**config.mk**
```make
export PLATFORM = sky130hd
export DESIGN_NAME = regfile_alu_pipe
export DESIGN_NICKNAME = d
export VERILOG_FILES = /design/src/rtl/regfile_alu_pipe.sv
export SDC_FILE = /design/constraint.sdc
export NUM_CORES = 1
export LEC_CHECK = 0
export CORE_MARGIN = 5
export CORE_UTILIZATION = 60
export CTS_BUF_LIST = sky130_fd_sc_hd__clkbuf_2 sky130_fd_sc_hd__clkbuf_4 sky130_fd_sc_hd__clkbuf_8
export DETAILED_ROUTE_END_ITERATION = 8
export PLACE_DENSITY = 0.91
export SETUP_SLACK_MARGIN = 0.1
export SLEW_MARGIN = 30
export SYNTH_ARGS = -nofsm -noshare
export SYNTH_HDL_FRONTEND = slang
export SYNTH_SLANG_ARGS = --single-unit
```
**constraint.sdc**
```tcl
create_clock -name clk -period 2.8 [get_ports clk]
set_input_delay 0.28 -clock clk [delete_from_list [all_inputs] [get_ports clk]]
set_output_delay 0.28 -clock clk [all_outputs]
set_load 0.01 [all_outputs]
```
**src/rtl/regfile_alu_pipe.sv**
```systemverilog
// Register file feeding a two-stage ALU pipeline (X = operand stage,
// R = output stage) with writeback on X->R transfer and a read-after-write
// bypass so dependent instructions can issue back to back.
//
// Handshakes: a transfer happens on a rising edge where valid && ready are
// both high. in_ready does not depend on in_valid. out_valid never drops
// and res/carryout/zero/out_rd never change while out_ready is low.
module regfile_alu_pipe #(
  parameter int WIDTH = 8,
  parameter int NREGS = 8,
  localparam int AW = $clog2(NREGS)
) (
  input  logic             clk,
  input  logic             reset,
  input  logic             in_valid,
  output logic             in_ready,
  input  logic             in_load,
  input  logic [2:0]       in_oper,
  input  logic [AW-1:0]    in_rs1,
  input  logic [AW-1:0]    in_rs2,
  input  logic [AW-1:0]    in_rd,
  input  logic             in_wb,
  input  logic [WIDTH-1:0] in_data,
  output logic             out_valid,
  input  logic             out_ready,
  output logic [WIDTH-1:0] res,
  output logic             carryout,
  output logic             zero,
  output logic [AW-1:0]    out_rd
);

  localparam logic [2:0] OP_ADD  = 3'b000;
  localparam logic [2:0] OP_SUB  = 3'b001;
  localparam logic [2:0] OP_AND  = 3'b010;
  localparam logic [2:0] OP_OR   = 3'b011;
  localparam logic [2:0] OP_XOR  = 3'b100;
  localparam logic [2:0] OP_PASS = 3'b101;
  localparam logic [2:0] OP_SHL1 = 3'b110;
  localparam logic [2:0] OP_SHR1 = 3'b111;

  logic [WIDTH-1:0] regs [NREGS];

  // X stage
  logic             x_full;
  logic [WIDTH-1:0] x_a;
  logic [WIDTH-1:0] x_b;
  logic [2:0]       x_op;
  logic             x_load;
  logic             x_wb;
  logic [AW-1:0]    x_rd;
  logic [WIDTH-1:0] x_imm;

  // R stage
  logic             r_full;
  logic [WIDTH-1:0] r_res;
  logic             r_carry;
  logic             r_zero;
  logic [AW-1:0]    r_rd;

  logic             x_adv;
  logic             accept;
  logic [WIDTH-1:0] alu_res;
  logic             alu_carry;
  logic [WIDTH-1:0] op_a;
  logic [WIDTH-1:0] op_b;
  logic             wb_now;

  assign x_adv    = x_full && (!r_full || out_ready);
  assign in_ready = !x_full || x_adv;
  assign accept   = in_valid && in_ready;
  assign wb_now   = x_adv && x_wb;

  assign out_valid = r_full;
  assign res       = r_res;
  assign carryout  = r_carry;
  assign zero      = r_zero;
  assign out_rd    = r_rd;

  // ALU on the X-stage operands; a load simply forwards the immediate
  always_comb begin
    logic [WIDTH:0] wide;
    wide      = '0;
    alu_res   = '0;
    alu_carry = 1'b0;
    if (x_load) begin
      alu_res = x_imm;
    end else begin
      case (x_op)
        OP_ADD: begin
          wide      = {1'b0, x_a} + {1'b0, x_b};
          alu_res   = wide[WIDTH-1:0];
          alu_carry = wide[WIDTH];
        end
        OP_SUB: begin
          // Borrow falls out as the top bit of the widened difference
          wide      = {1'b0, x_a} - {1'b0, x_b};
          alu_res   = wide[WIDTH-1:0];
          alu_carry = wide[WIDTH];
        end
        OP_AND:  alu_res = x_a & x_b;
        OP_OR:   alu_res = x_a | x_b;
        OP_XOR:  alu_res = x_a ^ x_b;
        OP_PASS: alu_res = x_a;
        OP_SHL1: begin
          alu_res   = {x_a[WIDTH-2:0], 1'b0};
          alu_carry = x_a[WIDTH-1];
        end
        OP_SHR1: begin
          alu_res   = {1'b0, x_a[WIDTH-1:1]};
          alu_carry = x_a[0];
        end
        default: alu_res = '0;
      endcase
    end
  end

  // Operand read with bypass of the result being written on this same edge
  always_comb begin
    op_a = regs[in_rs1];
    op_b = regs[in_rs2];
    if (wb_now && (in_rs1 == x_rd)) op_a = alu_res;
    if (wb_now && (in_rs2 == x_rd)) op_b = alu_res;
  end

  // Register file: written only when an instruction leaves X with wb set
  always_ff @(posedge clk or negedge reset) begin
    if (!reset) begin
      for (int i = 0; i < NREGS; i++) regs[i] <= '0;
    end else if (wb_now) begin
      regs[x_rd] <= alu_res;
    end
  end

  // X stage: capture operands at acceptance, empty when it advances alone
  always_ff @(posedge clk or negedge reset) begin
    if (!reset) begin
      x_full <= 1'b0;
      x_a    <= '0;
      x_b    <= '0;
      x_op   <= '0;
      x_load <= 1'b0;
      x_wb   <= 1'b0;
      x_rd   <= '0;
      x_imm  <= '0;
    end else if (accept) begin
      x_full <= 1'b1;
      x_a    <= op_a;
      x_b    <= op_b;
      x_op   <= in_oper;
      x_load <= in_load;
      x_wb   <= in_wb;
      x_rd   <= in_rd;
      x_imm  <= in_data;
    end else if (x_adv) begin
      x_full <= 1'b0;
    end
  end

  // R stage: loads from X, drops its valid once the consumer takes it
  always_ff @(posedge clk or negedge reset) begin
    if (!reset) begin
      r_full  <= 1'b0;
      r_res   <= '0;
      r_carry <= 1'b0;
      r_zero  <= 1'b0;
      r_rd    <= '0;
    end else if (x_adv) begin
      r_full  <= 1'b1;
      r_res   <= alu_res;
      r_carry <= alu_carry;
      r_zero  <= (alu_res == '0);
      r_rd    <= x_rd;
    end else if (r_full && out_ready) begin
      r_full  <= 1'b0;
    end
  end

endmodule
```
---- Word level (Yosys, flattened, before mapping) ----
Index checks and enable logic that the tools add are counted.
operators by class
  add/subtract/negate cells ............... 2
  magnitude comparators ................... 4
  eq/ne operators ......................... 9
  multiplexer cells ....................... 19
  bitwise operators ....................... 6
  reductions and logical operators ........ 15
operators by type and width
  kind                number
  $bwmux 64           1
  $mux 8              8
  $pmux 8 s8          1
  $bmux 8 s3          2
  $demux 8 s3         1
  $eq 3x3->1 const B  4
  $ge 4x4->1 const B  3
  $not 3->4           3
  $add 8x8->9         1
  $sub 8x8->9         1
  $and 8x8->8         1
  $logic_not 8->1     1
  $or 8x8->8          1
  $xor 8x8->8         1
  $logic_and 1x1->1   7
  $eq 3x2->1 const B  2
  $eq 3x3->1          2
  $mux 1              5
  $lt 4x1->1 const B  1
  $pmux 1 s4          1
  $reduce_bool 2->1   2
  $eq 3x1->1 const B  1
  $logic_not 3->1     1
  $logic_not 1->1     2
  $logic_or 1x1->1    2
storage, ports and cells
  register bits after elaboration ......... 111
  input port bits ......................... 26
  word-level logic and storage cells ...... 76

---- Logic depth before layout (Yosys ltp) ----
Gate-level depths: netlist of the first run.
  depth after elaboration ................. 6
  gate-level depth with buffers ........... 11
  gate-level depth less buffers ........... 10

---- Worst setup path before layout of the first run ----
No wires, ideal clock.
  kind .................................... register -> register
  start ................................... register x_a[2]
  end ..................................... register r_zero (netlist: zero)
  setup time .............................. 0.104 ns
  arrival ................................. 2.402 ns
  data required time ...................... 2.696 ns
  path slack .............................. 0.294 ns
  stages on the path, launching flop included .. 12
  path buffers ............................ 2
  cells stage by stage .................... dfrtp_1 -> inv_1 -> ha_1 -> buf_6 -> and3_1 -> a221o_1 -> o41ai_2 -> xnor2_1 -> a211oi_2 -> buf_6 -> inv_2 -> o41ai_2
on the way
  word-level cells in the longest chain between the ends .. 4
ends and longest elaborated chain
  element                                    line  source
  start: declaration                         45    logic [WIDTH-1:0] x_a;
  start signal: assignment                   147   x_a <= op_a;
  $sub 8x8->9, or another cell as far along  96    wide = {1'b0, x_a} - {1'b0, x_b};
  $pmux 8 s8 *                               88    case (x_op)
  $mux 8 *                                   85    if (x_load) begin
  $logic_not 8->1 *                          171   r_zero <= (alu_res == '0);
  end signal: assignment                     171
  end: declaration                           57    logic r_zero;
Mark *: on every way between the ends. The rest lies on a longest branch, timed or not.
A chain may end at the register's enable or synchronous reset.

---- Worst setup path after layout of the first run ----
  start ................................... register x_b[0]
  end ..................................... register r_zero (netlist: zero)
on the way
  word-level cells in the longest chain between the ends .. 4
ends and longest elaborated chain
  element                                    line  source
  start: declaration                         46    logic [WIDTH-1:0] x_b;
  start signal: assignment                   148   x_b <= op_b;
  $sub 8x8->9, or another cell as far along  96
  $pmux 8 s8 *                               88
  $mux 8 *                                   85
  $logic_not 8->1 *                          171
Marks and branches as above.

==> impl_metrics.toml, run 1 <==
[run_status]
status = "finished clean"

[die]
io_pins = 41
die_x_um = 117
rows = 39
coreArea_mm2 = 0.0113
start_util = 0.606
die_area_mm2 = 0.0136
die_h_um = 117

[route]
via_count = 5264
drtPass1Iterations = 7
ant_nets = 0
drc = 0
wirelength_um = 17400
wl_per_cell_um = 21.5
via_per_inst = 6.49
drtIter0Drc = 559

[critical_path]
r2r_slack_ns = 0.17
crit_type = "reg -> reg"
crit_path_max_fanout = 4
critical_path.startpoint_type = "register"
cp-end-kind = "register"
reg2reg_depth = 10
arrival_ns = 2.92
required_ns = 3.09
r2r_start = "x_b[0]"
timing.rr.end = "zero"

[pwr]
powerDensity_mw_per_mm2 = 984
ir_worst_vdd_uv = 649
p_leak_nw = 3.39
power.total_mw = 7.73

[sta]
hold_viol_final = 0
fin_tns_setup_ns = 0
skew_ns = 0.0101
worstMarginPinSlew_ns = 0.642
slew_violations = 0
fmax_ghz = 0.380
fin_crit_ns = 2.63
min_period_over_period = 0.940
rsz0062_at_grt = "yes"
relSlewSlack = 0.572
setup_viol = 0

[global_routing]
grt.total_usage = 0.273
antenna_found_initial = 0
grt_overflow = 0
grt_pass1_vias = 5407
grt_first_pass_wirelength_um = 28300
grt_max_degree = 63

[clocking]
numCtsBuffers = 9
htree_levels = 3
cts_tree = "built"
clkSlewWorstSetupHoldPaths_ns = 0.10
clock_latency_ns = 0.39
cts_root_buf = "clkbuf_8"
clock_sinks = 111
clk_path_buf_depth = 2

[logic_synthesis]
yosysWarnings = 0
async_reset_ff_frac = 1.00
syn_area_mm2 = 0.00683
synthTopCellsByArea = "dfrtp_1, mux4_2, mux2_2"
synth_edf_count = 0
seq_area_frac_synth = 0.407
yosysTopAreaCell = "dfrtp_1"
ys.flop_type = "dfrtp_1"
yosysTopAreaCellShare = 0.407
yosysUniqueCellTypes = 68
syn_avg_cell_area_um2 = 11.2
syn_inst = 608
ys_ff_latch = 111
syn_nets = 660

[layout]
final_util = 0.696
diodes = 0
layout-drive-gt1-share = 0.302
final_nets = 715
syn2layout_area_growth_pct = 15.0

[placement]
gp_congestion = 0.995
dp_hpwl_um = 12500
io_buffers = 40

[flow_run]
cap_viol_max_count = 0

[min_path]
hold_path_class = "in -> async"
[cell type report]
type | count | area [µm²]
clock inverters | 4 | 33.8
flip-flops and latches | 111 | 2780
well taps | 143 | 179
clock buffers | 12 | 159
repair buffers | 95 | 838
multi-input cells | 418 | 3750
inverters | 28 | 105
fillers | 794 | 3420
[worst max-delay path, cell delays in order (launching register included)]
cell and delay [ns]:
dfrtp_1 0.42, ha_1 0.22, inv_1 0.07, fa_1 0.38, or2b_1 0.28, a21oi_2 0.18, nor2_1 0.10, o311ai_1 0.32
buf_4 0.21, nand4b_1 0.12, o41ai_2 0.22
[state kept, by name, indices dropped and copies added, names as in the netlist]
name and count:
regs 64, res 8, x_a 8, x_b 8, x_imm 8, out_rd 3, x_op 3, x_rd 3
carryout 1, out_valid 1, x_full 1, x_load 1, x_wb 1, zero 1
[repair_timing]
action                     4_1_cts  5_1_grt
setup buffers                    0        4
gates cloned                     0        1
pin swaps                        0        4
hold buffers                     1        0
setup endpoints to repair       12       32
gates resized for setup          3       12
hold endpoints to repair        49        0
[kinds of logic after synthesis]
family / after synthesis / synth area share
fa+ha+maj: 26 / 0.0499
flops: 111 / 0.407
buf+inv: 80 / 0.0528
simple gates: 130 / 0.0946
xor+xnor: 12 / 0.0154
compound gates: 130 / 0.126
mux: 119 / 0.255
[Yosys cell counts (6+ instances only)]
cell type  instances
inv_1             27
nor3b_1            6
clkbuf_1          32
a211oi_1          18
ha_1              24
dfrtp_1          111
nand2_1           33
o21ai_0           21
nor2_1            40
mux2i_1           15
mux4_2            37
a21oi_1           47
buf_2             12
mux2_2            67
nor3_1             8
nand2b_1           8
nor2b_1           11
xor2_1             7
a21o_1             6
[metrics by stage]
step                      instance area, µm²  instances  hold WS, ns  worst slack (ns)
final                                   7850        811        0.449             0.169
after global routing                    7850        811        0.472            0.0805
after CTS                               7770        806        0.450            0.0972
after detailed placement                7560        789        0.338           -0.0150
after global placement                  7560        789        0.324            0.0965
after floorplan                         6830        608      -0.0156             0.294
[report_power, final]
group	total, mW	leakage [nW]	switching, mW	internal (mW)
combinational	3.97	1.93	1.93	2.04
sequential	2.81	1.36	0.563	2.24
clock	0.953	0.103	0.559	0.394
total	7.73	3.39	3.05	4.67
[routing by layer]
layer	track usage	part of all wire
met1	0.338	0.38
met2	0.489	0.52
met3	0.0477	0.071
met4	0.0879	0.026
met5	0	0
[worst max-delay path by stage]
stage / start / cells past startpoint / slack (ns) / end
2_1_floorplan: x_a[2] / 11 / 0.29 / zero
3_3_place_gp: x_a[0] / 10 / 0.1 / zero
3_5_place_dp: x_a[0] / 9 / -0.01 / zero
4_1_cts: x_a[0] / 10 / 0.1 / x_b[4]
5_1_grt: x_b[0] / 10 / 0.08 / zero
6_report: x_b[0] / 10 / 0.17 / zero
[layout by cell type (no fill, tap or decap), types with 4 or more instances in the layout]
cell type / synthesis / layout
a211oi_1: 18 / 18
a21o_1: 6 / 6
a21oi_1: 47 / 45
a221oi_1: 4 / 4
buf_4: 1 / 53
clkbuf_8: 1 / 11
clkdlybuf4s50_1: 0 / 39
dfrtp_1: 111 / 108
ha_1: 24 / 23
inv_1: 27 / 27
mux2_2: 67 / 67
mux2i_1: 15 / 15
mux4_2: 37 / 37
nand2_1: 33 / 33
nand2b_1: 8 / 8
nor2_1: 40 / 40
nor2b_1: 11 / 11
nor3_1: 8 / 8
nor3b_1: 6 / 6
o21ai_0: 21 / 20
o21ai_1: 3 / 4
xnor2_1: 5 / 5
xor2_1: 7 / 7
(Power assumes the default switching activity.)
==> run 2: changes to the inputs <==
Settings changed: CORE_UTILIZATION 60 to 62, CTS_CLUSTER_SIZE from default to 25, PLACE_DENSITY 0.91 to 0.94.
==> run 2 against run 1 <==
Power down 2.4%. Design area down 1.5%. Critical path depth down 1.
==> impl_metrics.toml, run 2 (synthesis results as in run 1) <==
[run_status]
status = "finished clean"

[placement]
io_buffers = 40
pre_cts_slack_ns = 0.0172
dp_hpwl_um = 11900
gp_congestion = 0.908
placed_area_mm2 = 0.00751

[sta]
slew_violations = 0
rsz0062_at_grt = "yes"
setup_viol = 0
fin_crit_ns = 2.59
hold_viol_final = 0
worstMarginPinSlew_ns = 0.816
skew_ns = 0.0104
fmax_ghz = 0.386
relSlewSlack = 0.456
fin_tns_setup_ns = 0
worst_slack_ns = 0.210
min_period_over_period = 0.925

[global_routing]
antenna_found_initial = 0
grt_max_degree = 58
grt_util_met3 = 0.0368
grt_overflow = 0
grt_pass1_vias = 5278
grtUsageMet1 = 0.336
grt_use_met2 = 0.457
grt.total_usage = 0.263
grt_first_pass_wirelength_um = 27200
top_usage_layer = "met2"

[critical_path]
crit_path_max_fanout = 8
r2r_start = "x_a[1]"
critical_path.startpoint_type = "register"
cp-end-kind = "register"
arrival_ns = 2.82
cp_top_family = "compound AO/OA/AOI/OAI gates"
cp_slowest_cell = "dfrtp_1"
max_stage_delay_ns = 0.39
worstPathCellList = "inv_1, ha_1, a21o_2, a221o_1, o41ai_2, xnor2_1, a211oi_2, buf_4, o21ai_0"
crit_type = "reg -> reg"
crit_start = "x_a[1]"
crit_buf_inv = 2
required_ns = 3.03

[route]
ant_nets = 0
via_per_inst = 6.49
wirelength_um = 16700
wl_per_cell_um = 21.1
drc = 0
via_count = 5133
drtPass1Iterations = 6
drtIter0Drc = 548

[layout]
regMostFlops = "regs"
final_common_cell = "dfrtp_1"
final_cell_mix = "dfrtp_1, mux2_2, a21oi_1"
diodes = 0
syn2layout_area_growth_pct = 13.3
layout-drive-gt1-share = 0.281
final_nets = 700
design_area_mm2 = 0.00773
largest_register_ffs = 64

[die]
die_x_um = 115
io_pins = 41
die_area_mm2 = 0.0132
start_util = 0.633
die_h_um = 115
rows = 38
coreArea_mm2 = 0.0108

[min_path]
hold_path_class = "in -> reg"
min_from = "in_valid"

[clocking]
clk_path_buf_depth = 2
clkSlewWorstSetupHoldPaths_ns = 0.10
cts_tree = "built"
clock_latency_ns = 0.37
htree_levels = 3
clock_sinks = 111
numCtsBuffers = 9
cts_root_buf = "clkbuf_8"

[pwr]
powerDensity_mw_per_mm2 = 975
clkPwrFrac = 0.115
power.net_switching_mw = 2.97
power_frac_seq = 0.367
share_comb_of_total_power = 0.518
intPower_mw = 4.57
switching_share = 0.394
p_leak_nw = 3.31
ir_worst_vdd_uv = 498

[flow_run]
cap_viol_max_count = 0
run 2: cell types whose count changed in the layout (fill, tap and decap cells not counted), sizes merged:
cell,previous run,this run
o211a,2,1
clkbuf,12,11
clkinvlp,0,1
buf,55,41
inv,31,29
run 2: worst register-to-register path, stage by stage, from the launching register on:
cell	delay [ns]
dfrtp_1	0.39
inv_1	0.15
ha_1	0.29
a21o_2	0.24
a221o_1	0.34
o41ai_2	0.24
xnor2_1	0.13
a211oi_2	0.36
buf_4	0.23
o21ai_0	0.09
run 2: path summary, 6_finish.rpt:
| kind | endpoint | slack, ns | cells after the start |
|---|---|---|---|
| min | x_full | 0.50 | 2 |
| min in group asynchronous | regs[37] | 0.51 | 2 |
| max | regs[63] | 0.21 | 9 |
| max reg2reg | regs[63] | 0.21 | 9 |
| min reg2reg | carryout | 0.50 | 2 |
| max in group asynchronous | regs[8] | 1.54 | 3 |
run 2: through the flow:
stage	power, mW	utilization	hold slack (ns)	cells
global route	8.04	0.716	0.493	791
finish	7.54	0.716	0.496	791
CTS	7.39	0.711	0.490	791
detailed placement	6.53	0.696	0.395	776
floorplan	5.41	-	-0.0156	608
global placement	6.24	0.696	0.381	776
run 2: what timing repair did:
action                                 4_1_cts  5_1_grt
endpoints found under the hold margin        1        0
hold buffers                                 1        0
setup buffers                                0        0
pin swaps                                    0        1
resized for setup                            2       14
setup endpoints to repair                   14       46
run 2: metal layers:
metal / part of all wire / vias to the layer above
met5: 0 / -
met4: 0.028 / 0
met3: 0.049 / 49
met2: 0.53 / 200
met1: 0.39 / 2604
li1: - / 2280
run 2: cell type report:
cell class / count / area, µm²
Sequential cell: 111 / 2780
Multi-Input combinational cell: 417 / 3750
Fill cell: 679 / 3060
Clock inverter: 3 / 21.3
Clock buffer: 11 / 139
Timing Repair Buffer: 81 / 758
Inverter: 28 / 105
Tap cell: 140 / 175
run 2: power groups by stage:
stage	combinational, mW	clock [mW]	sequential [mW]
5_1_grt	4.25	0.936	2.85
3_3_place_gp	3.57	0	2.68
4_1_cts	3.77	0.870	2.75
6_report	3.90	0.868	2.77
2_1_floorplan	2.76	0	2.65
3_5_place_dp	3.74	0	2.78
==> run 3: changes to the inputs <==
Settings changed: CORE_UTILIZATION 62 to 65, PLACE_DENSITY 0.94 to 0.95.
Clock period 2.8 ns to 3.3 ns, I/O delays scaled along.
==> run 3 against run 2 <==
Combinational power fell by 22%. First-iteration DRC count fell by 8.4%. Design area fell by 2.2%. Clock skew rose by 0.0092 ns. Critical endpoint is now zero.
==> impl_metrics.toml, run 3 (synthesis results as in run 1) <==
[sta]
hold_viol_final = 0
slew_violations = 0
worstMarginPinSlew_ns = 0.765
fin_crit_ns = 2.98
skew_ns = 0.0197
min_period_over_period = 0.904
relSlewSlack = 0.489
fmax_ghz = 0.335
fin_tns_setup_ns = 0
setup_viol = 0
holdWs_ns = 0.491
rsz0062_at_grt = "no"

[die]
die_area_mm2 = 0.0127
coreArea_mm2 = 0.0103
die_x_um = 112
io_pins = 41
rows = 37
start_util = 0.664
die_h_um = 112

[critical_path]
crit_type = "reg -> reg"
r2r_start = "x_a[0]"
arrival_ns = 3.29
required_ns = 3.61
crit_path_max_fanout = 12
r2r_slack_ns = 0.32
critical_path.startpoint_type = "register"
cp-end-kind = "register"
reg2reg_depth = 9
timing.rr.end = "zero"

[layout]
layout-drive-gt1-share = 0.251
largest_register_ffs = 64
final_util = 0.736
final_nets = 685
diodes = 0
final_common_cell = "dfrtp_1"
regMostFlops = "regs"
syn2layout_area_growth_pct = 10.7
final_cell_mix = "dfrtp_1, mux2_2, a21oi_1"
fill_cells = 690
final-instance-count-excl-fill = 774

[clocking]
postCtsSetupRepairBufs = 0
clock_latency_ns = 0.40
cts_root_buf = "clkbuf_8"
hold_buffers = 0
clkSlewWorstSetupHoldPaths_ns = 0.11
htree_levels = 3
clock_sinks = 111
cts_tree = "built"
clk_path_buf_depth = 2
cts-resized-gates = 0
numCtsBuffers = 9

[flow_run]
cap_viol_max_count = 0

[route]
via_per_inst = 6.62
drtIter0Drc = 502
wirelength_um = 16900
drc = 0
via_count = 5123
drtPass1Iterations = 6
ant_nets = 0
wl_per_cell_um = 21.8

[placement]
dp_cells = 757
gp_congestion = 0.895
dp_hpwl_um = 11900
io_buffers = 40

[min_path]
hold_path_class = "in -> async"

[pwr]
ir_worst_vdd_uv = 692
p_leak_nw = 3.24
powerDensity_mw_per_mm2 = 833

[global_routing]
grt_pass1_vias = 5318
grt.total_usage = 0.276
antenna_found_initial = 0
grt_overflow = 0
grt_first_pass_wirelength_um = 27600
grt_max_degree = 70

[run_status]
status = "finished clean"
==> run 3: metal layers <==
layer | track usage | share of wire | wire (µm)
met5 | 0 | 0 | 0
met3 | 0.0555 | 0.060 | 1020
met4 | 0.106 | 0.025 | 418
met2 | 0.484 | 0.53 | 8990
met1 | 0.338 | 0.38 | 6480
==> run 3: worst max-delay path, stage by stage, from the launching register on <==
cell      delay, ns
dfrtp_1        0.46
inv_1          0.10
ha_1           0.24
fa_1           0.42
o21bai_1       0.16
a21oi_1        0.15
o41ai_1        0.47
o221ai_1       0.20
o211a_1        0.31
o41ai_2        0.37
==> run 3: final cells by class <==
cell class,count,area (µm²),area share
timing repair buffer,66,612,0.0809
tap,136,170,0.0225
inverter,28,105,0.0139
clock inverter,4,35.0,0.00463
multi-input combinational,417,3700,0.490
sequential,111,2780,0.367
clock buffer,12,159,0.0210
==> run 3: how the worst max path moves through the flow <==
stage | slack [ns] | endpoint | start
floorplan | 0.79 | zero | x_a[2]
CTS | 0.37 | zero | x_a[0]
finish | 0.32 | zero | x_a[0]
detailed placement | 0.39 | zero | x_a[0]
global route | 0.14 | zero | x_a[0]
global placement | 0.50 | zero | x_a[0]
==> run 3: through the flow <==
stage	worst slack [ns]	instance area, µm²	total power, mW
finish	0.318	7560	6.30
global route	0.138	7560	6.70
CTS	0.373	7550	6.25
detailed placement	0.395	7350	5.42
global placement	0.500	7350	5.19
floorplan	0.794	6830	4.59
==> run 3: report_power, final <==
| group | switching (mW) | internal [mW] |
|---|---|---|
| Sequential | 0.538 | 1.90 |
| Combinational | 1.51 | 1.53 |
| Clock | 0.486 | 0.333 |
